`src/rtl/ps2_seq_pkg.sv`:
```
// rtl/ps2_seq_pkg.sv - shared state encoding and PS/2 prefix byte constants
package ps2_seq_pkg;

    typedef enum logic [2:0] {
        ST_IDLE,
        ST_PRE_E0,
        ST_PRE_F0,
        ST_PRE_E0F0,
        ST_EMIT
    } seq_state_t;

    localparam logic [7:0] PS2_EXT  = 8'hE0;
    localparam logic [7:0] PS2_BRK  = 8'hF0;
    localparam logic [7:0] PS2_ERR0 = 8'h00;
    localparam logic [7:0] PS2_ERRF = 8'hFF;

endpackage

```
`src/rtl/ps2_prefix_timer.sv`:
```
// rtl/ps2_prefix_timer.sv - loadable down-counter bounding the gap after a prefix byte
module ps2_prefix_timer #(
    parameter int TIMEOUT = 50000
) (
    input  logic clk,
    input  logic clrn,
    input  logic load,
    input  logic run,
    output logic expired
);

    localparam int W = $clog2(TIMEOUT + 1);

    logic [W-1:0] cnt;

    always_ff @(posedge clk or negedge clrn) begin
        if (!clrn) begin
            cnt <= '0;
        end else if (load) begin
            cnt <= W'(TIMEOUT);
        end else if (run && cnt != '0) begin
            cnt <= cnt - W'(1);
        end
    end

    assign expired = (cnt == '0);

endmodule

```
`src/rtl/ps2_scan_sequencer.sv`:
```
// rtl/ps2_scan_sequencer.sv - pops PS/2 scan bytes, folds E0/F0 prefixes into make/break events
module ps2_scan_sequencer
    import ps2_seq_pkg::*;
#(
    parameter int CNT_W   = 8,
    parameter int TIMEOUT = 50000
) (
    input  logic             clk,
    input  logic             clrn,
    input  logic             rx_ready,
    input  logic [7:0]       rx_data,
    output logic             rx_next_n,
    input  logic             rx_overflow,
    output logic             evt_valid,
    input  logic             evt_ready,
    output logic [7:0]       evt_code,
    output logic             evt_ext,
    output logic             evt_break,
    output logic             key_held,
    output logic [7:0]       held_code,
    output logic [CNT_W-1:0] press_count,
    output logic             err,
    input  logic             err_clr
);

    seq_state_t state;
    logic       popped_q;
    logic       held_ext;
    logic       in_pre;
    logic       pop;
    logic       seq_ext;
    logic       seq_brk;
    logic       held_match;
    logic       decode_err;
    logic       expired;
    logic       timeout;
    logic       err_set;

    assign in_pre  = (state == ST_PRE_E0) || (state == ST_PRE_F0) || (state == ST_PRE_E0F0);
    // popped_q resets high so the first cycle after reset never pops
    assign pop       = (state != ST_EMIT) && rx_ready && !popped_q;
    assign rx_next_n = ~pop;

    assign seq_ext    = (state == ST_PRE_E0) || (state == ST_PRE_E0F0);
    assign seq_brk    = (state == ST_PRE_F0) || (state == ST_PRE_E0F0);
    assign held_match = key_held && (held_ext == seq_ext) && (held_code == rx_data);

    always_comb begin
        decode_err = 1'b0;
        if (pop) begin
            if (rx_data == PS2_ERR0 || rx_data == PS2_ERRF) begin
                decode_err = 1'b1;
            end else if (rx_data == PS2_EXT) begin
                decode_err = in_pre;
            end else if (rx_data == PS2_BRK) begin
                decode_err = (state == ST_PRE_F0) || (state == ST_PRE_E0F0);
            end
        end
    end

    ps2_prefix_timer #(.TIMEOUT(TIMEOUT)) u_timer (
        .clk     (clk),
        .clrn    (clrn),
        .load    (pop),
        .run     (in_pre && !pop),
        .expired (expired)
    );

    assign timeout = in_pre && !pop && expired;
    assign err_set = decode_err || timeout || rx_overflow;

    always_ff @(posedge clk or negedge clrn) begin
        if (!clrn) begin
            state       <= ST_IDLE;
            popped_q    <= 1'b1;
            evt_valid   <= 1'b0;
            evt_code    <= 8'h00;
            evt_ext     <= 1'b0;
            evt_break   <= 1'b0;
            key_held    <= 1'b0;
            held_code   <= 8'h00;
            held_ext    <= 1'b0;
            press_count <= '0;
            err         <= 1'b0;
        end else begin
            popped_q <= pop;
            if (err_set) begin
                err <= 1'b1;
            end else if (err_clr) begin
                err <= 1'b0;
            end

            case (state)
                ST_EMIT: begin
                    if (evt_ready) begin
                        evt_valid <= 1'b0;
                        state     <= ST_IDLE;
                    end
                end
                default: begin
                    if (pop) begin
                        if (rx_data == PS2_ERR0 || rx_data == PS2_ERRF) begin
                            state <= ST_IDLE;
                        end else if (rx_data == PS2_EXT) begin
                            state <= (state == ST_IDLE) ? ST_PRE_E0 : ST_IDLE;
                        end else if (rx_data == PS2_BRK) begin
                            if (state == ST_IDLE)
                                state <= ST_PRE_F0;
                            else if (state == ST_PRE_E0)
                                state <= ST_PRE_E0F0;
                            else
                                state <= ST_IDLE;
                        end else if (!seq_brk && held_match) begin
                            // typematic repeat of the key already down
                            state <= ST_IDLE;
                        end else begin
                            if (!seq_brk) begin
                                held_code <= rx_data;
                                held_ext  <= seq_ext;
                                key_held  <= 1'b1;
                                if (press_count != '1)
                                    press_count <= press_count + CNT_W'(1);
                            end else if (held_match) begin
                                key_held <= 1'b0;
                            end
                            evt_code  <= rx_data;
                            evt_ext   <= seq_ext;
                            evt_break <= seq_brk;
                            evt_valid <= 1'b1;
                            state     <= ST_EMIT;
                        end
                    end else if (timeout) begin
                        state <= ST_IDLE;
                    end
                end
            endcase
        end
    end

endmodule

```
`config.mk`:
```
export PLATFORM = sky130hd
export DESIGN_NAME = ps2_scan_sequencer
export DESIGN_NICKNAME = d
export VERILOG_FILES = /design/src/rtl/ps2_seq_pkg.sv /design/src/rtl/ps2_prefix_timer.sv /design/src/rtl/ps2_scan_sequencer.sv
export SDC_FILE = /design/constraint.sdc
export NUM_CORES = 1
export LEC_CHECK = 0
export ABC_AREA = 1
export BUFFER_PORTS_ARGS = -buffer_cell sky130_fd_sc_hd__buf_2
export CORE_MARGIN = 1.5
export CORE_UTILIZATION = 45
export CTS_CLUSTER_SIZE = 30
export DETAILED_ROUTE_END_ITERATION = 12
export GPL_TIMING_DRIVEN = 0
export HOLD_SLACK_MARGIN = 0.08
export MAX_ROUTING_LAYER = met4
export PLACE_DENSITY = 0.66
export SLEW_MARGIN = 5
export SYNTH_ARGS = -nofsm -noshare
export SYNTH_HDL_FRONTEND = slang
export SYNTH_SLANG_ARGS = --single-unit
```
`constraint.sdc`:
```
create_clock -name clk -period 1.93 [get_ports clk]
set_input_delay 0 -clock clk [delete_from_list [all_inputs] [get_ports clk]]
set_output_delay 0 -clock clk [all_outputs]
set_load 0.05 [all_outputs]
```
======== After elaboration in Yosys (flattened, before gate mapping) ========
Cells that the tools add are included.
cells by class
  $add $sub $neg .......................... 2
  $mul .................................... 0
  divide/modulo/power cells ............... 0
  magnitude comparators ................... 0
  eq/ne operators ......................... 17
  shifts and indexed selects .............. 0
  mux-type cells .......................... 28
  bitwise logic cells ..................... 7
  reduce and logical (&&, ||, !) cells .... 32
operators by type and width
  cell                                                                      count
  16-bit 2-to-1 mux                                                         2
  8-bit == test (second input constant)                                     3
  3-bit 2-to-1 mux                                                          8
  16-bit logical NOT                                                        1
  1-bit 2-to-1 mux                                                          16
  16-bit nonzero test                                                       1
  16-bit by 1-bit subtractor with 16-bit output (second input constant)     1
  7-bit AND reduction                                                       2
  6-bit AND reduction                                                       2
  2-bit by 1-bit inequality test with 1-bit output (second input constant)  5
  8-bit by 1-bit adder with 8-bit output (second input constant)            1
  8-bit == test                                                             1
  1-bit logical AND                                                         8
  8-bit logical NOT                                                         1
  8-bit inequality test (second input constant)                             1
  8-bit AND reduction                                                       1
  1-bit logical OR                                                          7
  1-bit NOT                                                                 7
  3-bit by 2-bit == test with 1-bit output (second input constant)          2
  2-bit nonzero test                                                        3
  2-bit 2-to-1 mux                                                          2
  3-bit by 1-bit == test with 1-bit output (second input constant)          1
  3-bit == test (second input constant)                                     1
  1-bit logical NOT                                                         3
  6 further kinds                                                           6
storage, ports and cells
  register bits ........................... 50
  bits in latches ......................... 0
  memory bits (writable) .................. 0
  bits in read-only memories .............. 0
  output and inout bits ................... 30
  logic and storage cells ................. 98
  memories ................................ 0

======== Longest topological paths before layout ========
Gate-level depths: netlist of the first run.
  word-level depth ........................ 12
  gate-level depth with buffers ........... 12
  depth with buffers taken out ............ 11

======== Cells and area by module ========
Synthesis of the first run repeated with hierarchy kept, for this count alone.
unflattened totals
  cell total of the unflattened synthesis .. 418
  area total of the unflattened synthesis .. 3016.6 sq um
modules (own cells, without submodules)
  module              times used  cells an instance  area each (sq um)  sequential area each (sq um)
  ps2_scan_sequencer  1           259                1938.1             852.1
  ps2_prefix_timer    1           159                1078.5             400.4

======== Least setup slack after synthesis of the first run ========
OpenSTA, ideal clock, no wires.
  path kind ............................... register -> register
  start ................................... register press_count[0]
  end ..................................... register press_count[6]
  library setup time ...................... 0.121 ns
  data arrival time ....................... 1.799 ns
  data required time ...................... 1.809 ns
  slack ................................... 0.010 ns
  stages on the path, launching flop included .. 10
  buffers on the path ..................... 0
  path through ............................ dfrtp_1 > ha_1 > nand2_1 > inv_1 > nand4_1 > nand2_1 > nor2_1 > nand4_1 > nand2_1 > nand2_1
between the ends
  longest elaborated chain between the ends .. 2
  elaborated cells between the ends (all ways) .. 3
  classes of those cells .................. 1 x add/sub; 1 x eq/ne; 1 x reduce/logical
RTL lines
  element                                                                                         RTL line                   text
  from (decl)                                                                                     ps2_scan_sequencer.sv:21   output logic [CNT_W-1:0] press_count,
  from (signal assigned)                                                                          ps2_scan_sequencer.sv:122  press_count <= press_count + CNT_W'(1);
  parallel branches: the longest is 2 deep, another holds 8-bit by 1-bit adder with 8-bit output  -
Parallel ways; which one is timed is not known.
A chain may end at the register's enable or synchronous reset.

======== Worst setup path after layout of the first run ========
  start ................................... register u_timer.cnt[0]
  end ..................................... register u_timer.cnt[13]
between the ends
  longest elaborated chain between the ends .. 3
  elaborated cells between the ends (all ways) .. 6
  classes of those cells .................. 1 x add/sub; 2 x mux; 3 x reduce/logical
RTL lines
  element                                                                                      RTL line                                        text
  from (decl)                                                                                  ps2_prefix_timer.sv:14                          logic [W-1:0] cnt;
  from (signal assigned)                                                                       ps2_prefix_timer.sv:20                          cnt <= W'(TIMEOUT);
  from (signal assigned)                                                                       ps2_prefix_timer.sv:22                          cnt <= cnt - W'(1);
  16-bit by 1-bit subtractor with 16-bit output / 16-bit nonzero test (equally long branches)  ps2_prefix_timer.sv:22, ps2_prefix_timer.sv:21
  16-bit 2-to-1 mux / 1-bit logical AND (equally long branches)                                ps2_prefix_timer.sv:21                          end else if (run && cnt != '0) begin
  16-bit 2-to-1 mux / 2-bit nonzero test (equally long branches)                               -
Several ways; a longest one is shown, not always the timed one. The select of a mux whose other input is x is not followed.

==> flow_summary.ini, run 1 <==
[layout]
mostFrequentLayoutCell = nand2_1
final_cell_mix = nand2_1, dfrtp_1, buf_2
nNetsFinal = 461
drive_gt1_share_pct = 18.0
antenna_cells = 0
final_area_um2 = 3400
area_growth_pct = 22.3

[synth]
synth_ff_type = dfrtp_1
synth_edf_count = 0
netlist_area_um2 = 2780
yosysUniqueCellTypes = 26
ys_warn_count = 0
synth_nets = 391
ys_ff_latch = 50
ys_seq_area_share_pct = 45.0
syn_area_per_cell_um2 = 7.44
async_reset_ff_share_pct = 100
netlist_instances = 374

[placement]
pre_cts_slack_ns = -0.103
dpl-instance-area_um2 = 3090
io_buffer_count = 43
finalWeightedCongestion = 0.881
dpl.hpwl_mm = 4.59

[critical_path]
cp_slowest_stage_delay_ns = 0.43
cp_slowest_cell = dfrtp_1
crit_arrival_ns = 1.96
crit_chain = inv_1, ha_1, nand3_1, nor2_2, nand2_2, nand2_4, nand2_1, buf_2, nand4_1, o21ai_0
cp_max_fo = 10
reg2reg_slack_ns = 0.15
ff2ff_path_depth = 10
worst-setup-path-type = flip-flop to flip-flop
cp.required_ns = 2.11
cp-start-kind = flip-flop
critPathCaptureType = flip-flop

[drt]
routed_via_density = 4.84
drt_first_iter_violations = 116
wirelength_mm = 6.39
drt-pass1-iter-count = 4
detail_route.wl_per_cell_um = 12.3
detail-route-antenna-nets = 0
vias = 2519
drc = 0

[floorplanning]
dieArea_um2 = 6660
die_h_um = 81.6
pin_count = 44
core_um2 = 5960
start_util_pct = 46.7
rows = 28
die_w_um = 81.6

[clock_network]
cts_tree = built
clk_latency_ns = 0.30
cts_sinks = 50
htreeDepth = 2
clk_pin_slew_ns = 0.09
cts-root-buf = clkbuf_8
clock_path_buffers = 2
cts-buffers-inserted = 5

[sta]
hold_slack_ns = 0.302
finalClockSkew_ns = 0.00771
slew_violations = 0
timing.slew.headroom_pct = 26.6
tightest_slew_ns = 1.10
fin_setup_tns_ns = 0
hold_violations = 0
fin_ws_ns = 0.146
fin_crit_sh_pct = 92.5
setup_viol = 0
min_period_ns = 1.78
fmax_mhz = 560
grt_setup_unrepaired = no

[grt]
grt_overflow = 0
first_global_vias = 2297
grt_busiest_layer = met2
gr-usage-met2_pct = 32.1
gr-usage-met1_pct = 28.8
grt_max_degree = 51
grt_use_met3_pct = 3.67
grt_usage_pct = 20.9
grt_pass1_wl_mm = 10.4
antenna_found_initial = 0

[status]
status = complete, no violations

[hold_path]
hold_class = primary input to flip-flop
hold_depth = 6

[power]
ir_drop_mv = 1.12
p_per_area_nw_per_um2 = 1440
leakage_nw = 1.80
power_w = 0.00491

[flow_run]
maxCapViolCount = 0
-- routing by layer --
metal | up-vias | wire length (um) | share of wire, %
met1 | 1133 | 3240 | 51
met5 | - | 0 | 0
met2 | 50 | 2820 | 44
met4 | 0 | 56 | 0.88
li1 | 1330 | - | -
met3 | 6 | 270 | 4.2
-- worst max-delay path: cells and delay by family, from the launching register on --
family | cells | cell delay (ns)
DFF | 1 | 0.43
buffers and inverters | 2 | 0.30
AOI/OAI and AO/OA | 1 | 0.08
adders and majority gates | 1 | 0.16
and+or+nand+nor | 6 | 0.68
-- state kept, by name, indices dropped and copies added (netlist names), 3 cells and up --
signal       count
evt_code         8
press_count      8
state            3
u_timer.cnt     16
held_code        8
-- cell type report --
type,count,area (um2)
plain buffers,6,46.3
clock buffers,7,76.3
clock inverters,1,30.0
fillers,577,2550
inverters,48,183
multi-input cells,270,1320
flip-flops and latches,50,1250
well taps,75,93.8
repair buffers,63,395
-- worst paths after layout --
| check | start | to |
|---|---|---|
| max | u_timer.cnt[0]$_DFFE_PN0P_ | u_timer.cnt[13]$_DFFE_PN0P_ |
| min | rx_ready | u_timer.cnt[11]$_DFFE_PN0P_ |
| max reg2reg | u_timer.cnt[0]$_DFFE_PN0P_ | u_timer.cnt[13]$_DFFE_PN0P_ |
| min reg2reg | evt_code[2]$_DFFE_PN0P_ | evt_code[2]$_DFFE_PN0P_ |
| max in group asynchronous | clrn | state[2]$_DFFE_PN0P_ |
| min in group asynchronous | clrn | u_timer.cnt[0]$_DFFE_PN0P_ |
-- kinds of logic after synthesis --
group	after synthesis	share of synthesized area [%]
and+or+nand+nor	206	32.1
buffers and inverters	54	7.96
DFF	50	45.0
AOI/OAI and AO/OA	46	8.86
xor gates and xnor gates	15	4.72
adders and majority gates	3	1.35
-- power breakdown --
part | internal (W) | switching (W) | leakage [nW]
combinational | 0.000694 | 0.00184 | 1.11
clock | 0.000388 | 0.000335 | 0.0524
sequential | 0.00139 | 0.000267 | 0.628
total | 0.00247 | 0.00244 | 1.80
-- cell usage after synthesis (all sizes together) (4+ instances only) --
cell type / instances / area [um2]
nand3: 29 / 145
buf: 5 / 36.3
inv: 48 / 180
xor2: 12 / 105
nor2: 51 / 246
dfrtp: 49 / 1230
a21oi: 5 / 25.0
nand4: 8 / 50.1
o31ai: 4 / 30.0
nor3: 5 / 25.0
nand2: 113 / 427
o21ai: 34 / 170
-- through the flow --
| stage | util, % | instances |
|---|---|---|
| floorplan | - | 374 |
| global placement | 51.9 | 492 |
| detailed placement | 51.9 | 492 |
| CTS | 55.8 | 513 |
| global route | 57.1 | 520 |
| finish | 57.1 | 520 |
-- timing repair --
action	4_1_cts	5_1_grt
setup endpoints to repair	8	30
setup buffers	1	7
hold buffers	12	0
hold endpoints to repair	68	0
pin swaps	1	1
gates resized for setup	0	10
Power figures use the tool's default switching activity.
==> run 2, diff against run 1 <==
Settings changed: ABC_AREA 1 to unset.
==> run 2 against run 1 <==
Worst setup slack lost 0.37 ns. Sequential power shrank 8%. Via count shrank 14%. Synthesized cell count shrank 35%. Cell count shrank 25%. Routed wire length shrank 6.7%. Critical endpoint is now u_timer.cnt[9]$_DFFE_PN0P_. Synthesized area shrank 7.2%. The run now ends with negative setup slack left. Critical path type unchanged. Largest power group unchanged.
==> flow_summary.ini, run 2 <==
[layout]
mostFrequentLayoutCell = buf_2
area_growth_pct = 30.7
antenna_cells = 0
largest_reg_flops = 16
nNetsFinal = 334
fin_util_pct = 61.3
final_cell_mix = buf_2, dfrtp_1, nand2_1
top_register = u_timer.cnt
drive_gt1_share_pct = 40.3
layoutNonFillerInstCount = 390

[critical_path]
worst-setup-path-type = flip-flop to flip-flop
cp.required_ns = 2.12
cp-start-kind = flip-flop
crit_arrival_ns = 2.35
cp_max_fo = 5
critPathCaptureType = flip-flop

[sta]
fin_ws_ns = -0.222
hold_slack_ns = 0.120
fin_crit_sh_pct = 112
setup_viol = 15
timing.slew.headroom_pct = 25.6
fmax_mhz = 465
slew_violations = 0
grt_setup_unrepaired = yes
min_period_ns = 2.15
fin_setup_tns_ns = -1.53
tightest_slew_ns = 1.12
hold_violations = 0
finalClockSkew_ns = 0.00781

[floorplanning]
start_util_pct = 46.9
pin_count = 44
die_w_um = 78.8
dieArea_um2 = 6200
die_h_um = 78.8
rows = 27
core_um2 = 5510

[synth]
synth_edf_count = 0
yosysTopAreaCellShare_pct = 47.5
ys_ff_latch = 50
synth_area_leaders = dfrtp_1, mux2_2, xnor2_1
synth_top_cell_by_area = dfrtp_1
async_reset_ff_share_pct = 100
netlist_instances = 242
synth_ff_type = dfrtp_1
yosysUniqueCellTypes = 52
ys_warn_count = 0
yosys-top-cells-count = dfrtp_1, nand2_1, mux2_2
netlist_area_um2 = 2580
yosysMostFrequentCell = dfrtp_1
ys_seq_area_share_pct = 48.5
syn_area_per_cell_um2 = 10.7
synth_nets = 259

[placement]
finalWeightedCongestion = 0.866
place_inst = 356
dpl.hpwl_mm = 3.76
io_buffer_count = 42

[drt]
vias = 2168
drt-pass1-iter-count = 4
routed_via_density = 5.56
detail-route-antenna-nets = 0
wirelength_mm = 5.96
drt_first_iter_violations = 88
detail_route.wl_per_cell_um = 15.3
drc = 0

[power]
p_per_area_nw_per_um2 = 1220
ir_drop_mv = 0.830
power_w = 0.00411
leakage_nw = 1.43

[grt]
gr-usage-met2_pct = 33.0
grt_overflow = 0
first_global_vias = 2098
gr-usage-met1_pct = 29.7
antenna_found_initial = 0
grt_max_degree = 51
grt_usage_pct = 21.6
grt_pass1_wl_mm = 10.2
grt_busiest_layer = met2
grt_use_met3_pct = 3.45

[clock_network]
cts-buffers-inserted = 5
clk_latency_ns = 0.31
cts_tree = built
htreeDepth = 2
clk_pin_slew_ns = 0.09
clock_path_buffers = 2
cts-root-buf = clkbuf_8
cts_sinks = 50

[flow_run]
maxCapViolCount = 0

[status]
status = finished, violations left
violations = negative setup slack

[hold_path]
hold_class = primary input to flip-flop
## run 2: worst max-delay path, cell delays in order, from the launching register on
cell and delay [ns]:
dfrtp_1 0.41, or4_4 0.56, or3_4 0.37, nor3_4 0.16
buf_6 0.15, nor3_1 0.05, or3b_1 0.36
## run 2: repair_timing
action	CTS	global route
hold buffers	12	0
endpoints found under the setup margin	39	35
pin swaps	6	8
gates resized for setup	15	22
endpoints found under the hold margin	69	0
cloned	1	0
buffers inserted	10	4
## run 2: cells by family after synthesis
kind of cell	Yosys count	share of synthesized area [%]
multiplexers	22	9.40
AO/OA/AOI/OAI	38	11.1
AND/OR/NAND/NOR	97	21.2
XOR/XNOR	17	5.77
flip-flops	50	48.5
adder cells (fa/ha/maj)	3	1.45
buffers and inverters	15	2.57
## run 2: final timing paths
| path | end | startpoint | slack, ns | cells after the start |
|---|---|---|---|---|
| setup / recovery | u_timer.cnt[9]$_DFFE_PN0P_ | u_timer.cnt[9]$_DFFE_PN0P_ | -0.22 | 6 |
| hold / removal | state[1]$_DFFE_PN0P_ | rx_data[4] | 0.12 | 4 |
| setup reg to reg | u_timer.cnt[9]$_DFFE_PN0P_ | u_timer.cnt[9]$_DFFE_PN0P_ | -0.22 | 6 |
| hold reg to reg | evt_code[0]$_DFFE_PN0P_ | evt_code[0]$_DFFE_PN0P_ | 0.50 | 1 |
| max in group asynchronous | held_code[3]$_DFFE_PN0P_ | clrn | 0.75 | 2 |
| min in group asynchronous | evt_valid$_DFFE_PN0P_ | clrn | 0.44 | 2 |
## run 2: power breakdown
part           switching, W  internal [W]
sequential         0.000191       0.00132
clock              0.000375      0.000330
combinational       0.00134      0.000555
total               0.00191       0.00221
## run 2: metal layers
| layer | share of wire [%] | wire length, um |
|---|---|---|
| met5 | 0 | 0 |
| met4 | 1.3 | 80 |
| met3 | 4.1 | 242 |
| met2 | 46 | 2760 |
| met1 | 48 | 2880 |
## run 2: layout make-up
| type | instances | area [um2] |
|---|---|---|
| clock inverters | 1 | 8.76 |
| clock buffers | 7 | 96.3 |
| fillers | 466 | 2130 |
| multi-input cells | 178 | 1410 |
| well taps | 72 | 90.1 |
| plain buffers | 7 | 41.3 |
| repair buffers | 68 | 439 |
| flip-flops and latches | 50 | 1260 |
| inverters | 7 | 26.3 |
## run 2: per-stage QoR
stage	instance area, um2	worst slack [ns]
after floorplan	2610	-0.202
after global placement	2910	-0.355
after detailed placement	2910	-0.386
after CTS	3280	-0.345
after global routing	3380	-0.289
final	3380	-0.222
==> run 3, diff against run 2 <==
Settings changed: CORE_UTILIZATION 45 to 55, PLACE_DENSITY 0.66 to 0.78.
==> run 3 against run 2 <==
The flow finishes with violations (design-rule violations, negative setup slack). Combinational power up 4%. Total power rose by 2.9%. Critical endpoint is now u_timer.cnt[10]$_DFFE_PN0P_. Register-to-register slack got worse by 0.02 ns. Maximum frequency down 0.81%.
==> flow_summary.ini, run 3 (synthesis results as in run 2) <==
[status]
status = finished, violations left
violations = design-rule violations, negative setup slack

[sta]
slew_violations = 0
grt_setup_unrepaired = yes
timing.slew.headroom_pct = 26.7
setup_viol = 15
fmax_mhz = 461
finalClockSkew_ns = 0.00836
fin_ws_ns = -0.240
fin_crit_sh_pct = 112
min_period_ns = 2.17
tightest_slew_ns = 1.10
hold_violations = 0

[floorplanning]
dieArea_um2 = 5120
pin_count = 44
die_h_um = 71.5
core_um2 = 4440
rows = 24
start_util_pct = 58.1
die_w_um = 71.5

[placement]
pre_cts_slack_ns = -0.405
dpl.hpwl_mm = 3.79
io_buffer_count = 42
finalWeightedCongestion = 0.823
place_inst = 336

[grt]
grt_max_degree = 51
grt_overflow = 0
antenna_found_initial = 0
first_global_vias = 2139
grt_usage_pct = 25.4
grt_pass1_wl_mm = 9.85

[critical_path]
worst-setup-path-type = flip-flop to flip-flop
ff2ff_path_depth = 7
cp_slowest_stage_delay_ns = 0.57
worst-path-buf-inv = 2
cp_common_cell = buf_4
r2r_start = u_timer.cnt[9]$_DFFE_PN0P_
crit_arrival_ns = 2.36
crit_start = u_timer.cnt[9]$_DFFE_PN0P_
cp_slowest_cell = or4_4
critPathCaptureType = flip-flop
critPathTopFamily = simple AND/OR/NAND/NOR gates
cp.required_ns = 2.12
cp-start-kind = flip-flop
crit_chain = or4_4, or3_4, buf_4, o211ai_1, buf_4, or4_1, o21ai_1
crit_cells = 7
cp_max_fo = 5

[power]
internal_power_w = 0.00231
power_frac_clock_pct = 17.6
leakage_nw = 1.47
switching_power_w = 0.00192
ir_drop_mv = 0.887
power_frac_seq_pct = 36.0
power_frac_comb_pct = 46.4
p_sw_share_pct = 45.5
p_per_area_nw_per_um2 = 1220

[clock_network]
htreeDepth = 2
clock_path_buffers = 2
cts-buffers-inserted = 5
cts_sinks = 50
cts-root-buf = clkbuf_8
cts_tree = built
clk_latency_ns = 0.31
clk_pin_slew_ns = 0.09

[flow_run]
maxCapViolCount = 0

[drt]
drc = 5
drt_first_iter_violations = 150
top_layer = met4
wl_met1_mm = 2.87
wl_met2_mm = 3.21
routed_via_density = 6.06
wirelength_mm = 6.56
wl_met3_um = 384
drt-pass1-iter-count = 9
vias = 2298
detail_route.wl_per_cell_um = 17.3
detail-route-antenna-nets = 0

[layout]
nFillCells = 309
multi_input_area_um2 = 1430
final_cell_mix = buf_2, dfrtp_1, nand2_1, buf_4, mux2_2
seq_area_um2 = 1270
nNetsFinal = 343
drive_gt1_share_pct = 43.4
largest_reg_flops = 16
mostFrequentLayoutCell = buf_2
antenna_cells = 0
top_register = u_timer.cnt
fin_util_pct = 78.0
area_growth_pct = 34.2
layoutNonFillerInstCount = 379

[hold_path]
min_from = rx_data[4]
hold_depth = 4
hold_class = primary input to flip-flop
[run 3: path summary, 6_finish.rpt]
kind | endpoint | slack, ns
worst min register to register | evt_code[0]$_DFFE_PN0P_ | 0.49
worst max-delay path | u_timer.cnt[10]$_DFFE_PN0P_ | -0.24
worst max register to register | u_timer.cnt[10]$_DFFE_PN0P_ | -0.24
worst min-delay path | state[1]$_DFFE_PN0P_ | 0.16
min in group asynchronous | u_timer.cnt[8]$_DFFE_PN0P_ | 0.44
max in group asynchronous | state[0]$_DFFE_PN0P_ | 0.75
[run 3: per-stage QoR]
stage,hold slack (ns),setup TNS (ns),cell area (um2),power (W)
floorplan,-0.296,-0.775,2610,0.00293
global route,0.160,-3.53,3470,0.00440
global placement,0.216,-5.20,2880,0.00333
finish,0.156,-2.49,3470,0.00423
detailed placement,0.220,-6.52,2880,0.00336
CTS,0.114,-3.55,3280,0.00414
[run 3: power groups by stage]
stage	registers [W]	logic (W)	clock network, W
floorplan	0.00238	0.000557	0
global placement	0.00152	0.00180	0
detailed placement	0.00154	0.00182	0
CTS	0.00152	0.00188	0.000744
global route	0.00156	0.00206	0.000785
finish	0.00152	0.00196	0.000745
[run 3: what timing repair did]
action / CTS / global route
setup buffers: 14 / 9
gates resized for setup: 16 / 31
gates cloned: 0 / 1
hold endpoints to repair: 69 / 0
pin swaps: 10 / 14
hold buffers: 12 / 0
setup endpoints to repair: 36 / 42
[run 3: layout make-up]
cell class | count | area share, %
timing repair buffer | 77 | 15.2
buffer | 7 | 1.23
clock buffer | 7 | 2.20
sequential | 50 | 36.5
multi-input combinational | 178 | 41.3
inverter | 7 | 0.758
clock inverter | 1 | 0.866
tap | 52 | 1.88
[run 3: routing by layer]
layer | up-vias | global-route usage, %
met3 | 11 | 4.50
met5 | - | -
li1 | 1064 | -
met1 | 1134 | 34.8
met4 | 0 | 7.55
met2 | 89 | 39.1
[run 3: worst reg2reg max path: stages, from the launching register on]
cell,delay [ns]
dfrtp_1,0.40
or4_4,0.57
or3_4,0.37
buf_4,0.14
o211ai_1,0.17
buf_4,0.17
or4_1,0.14
o21ai_1,0.09
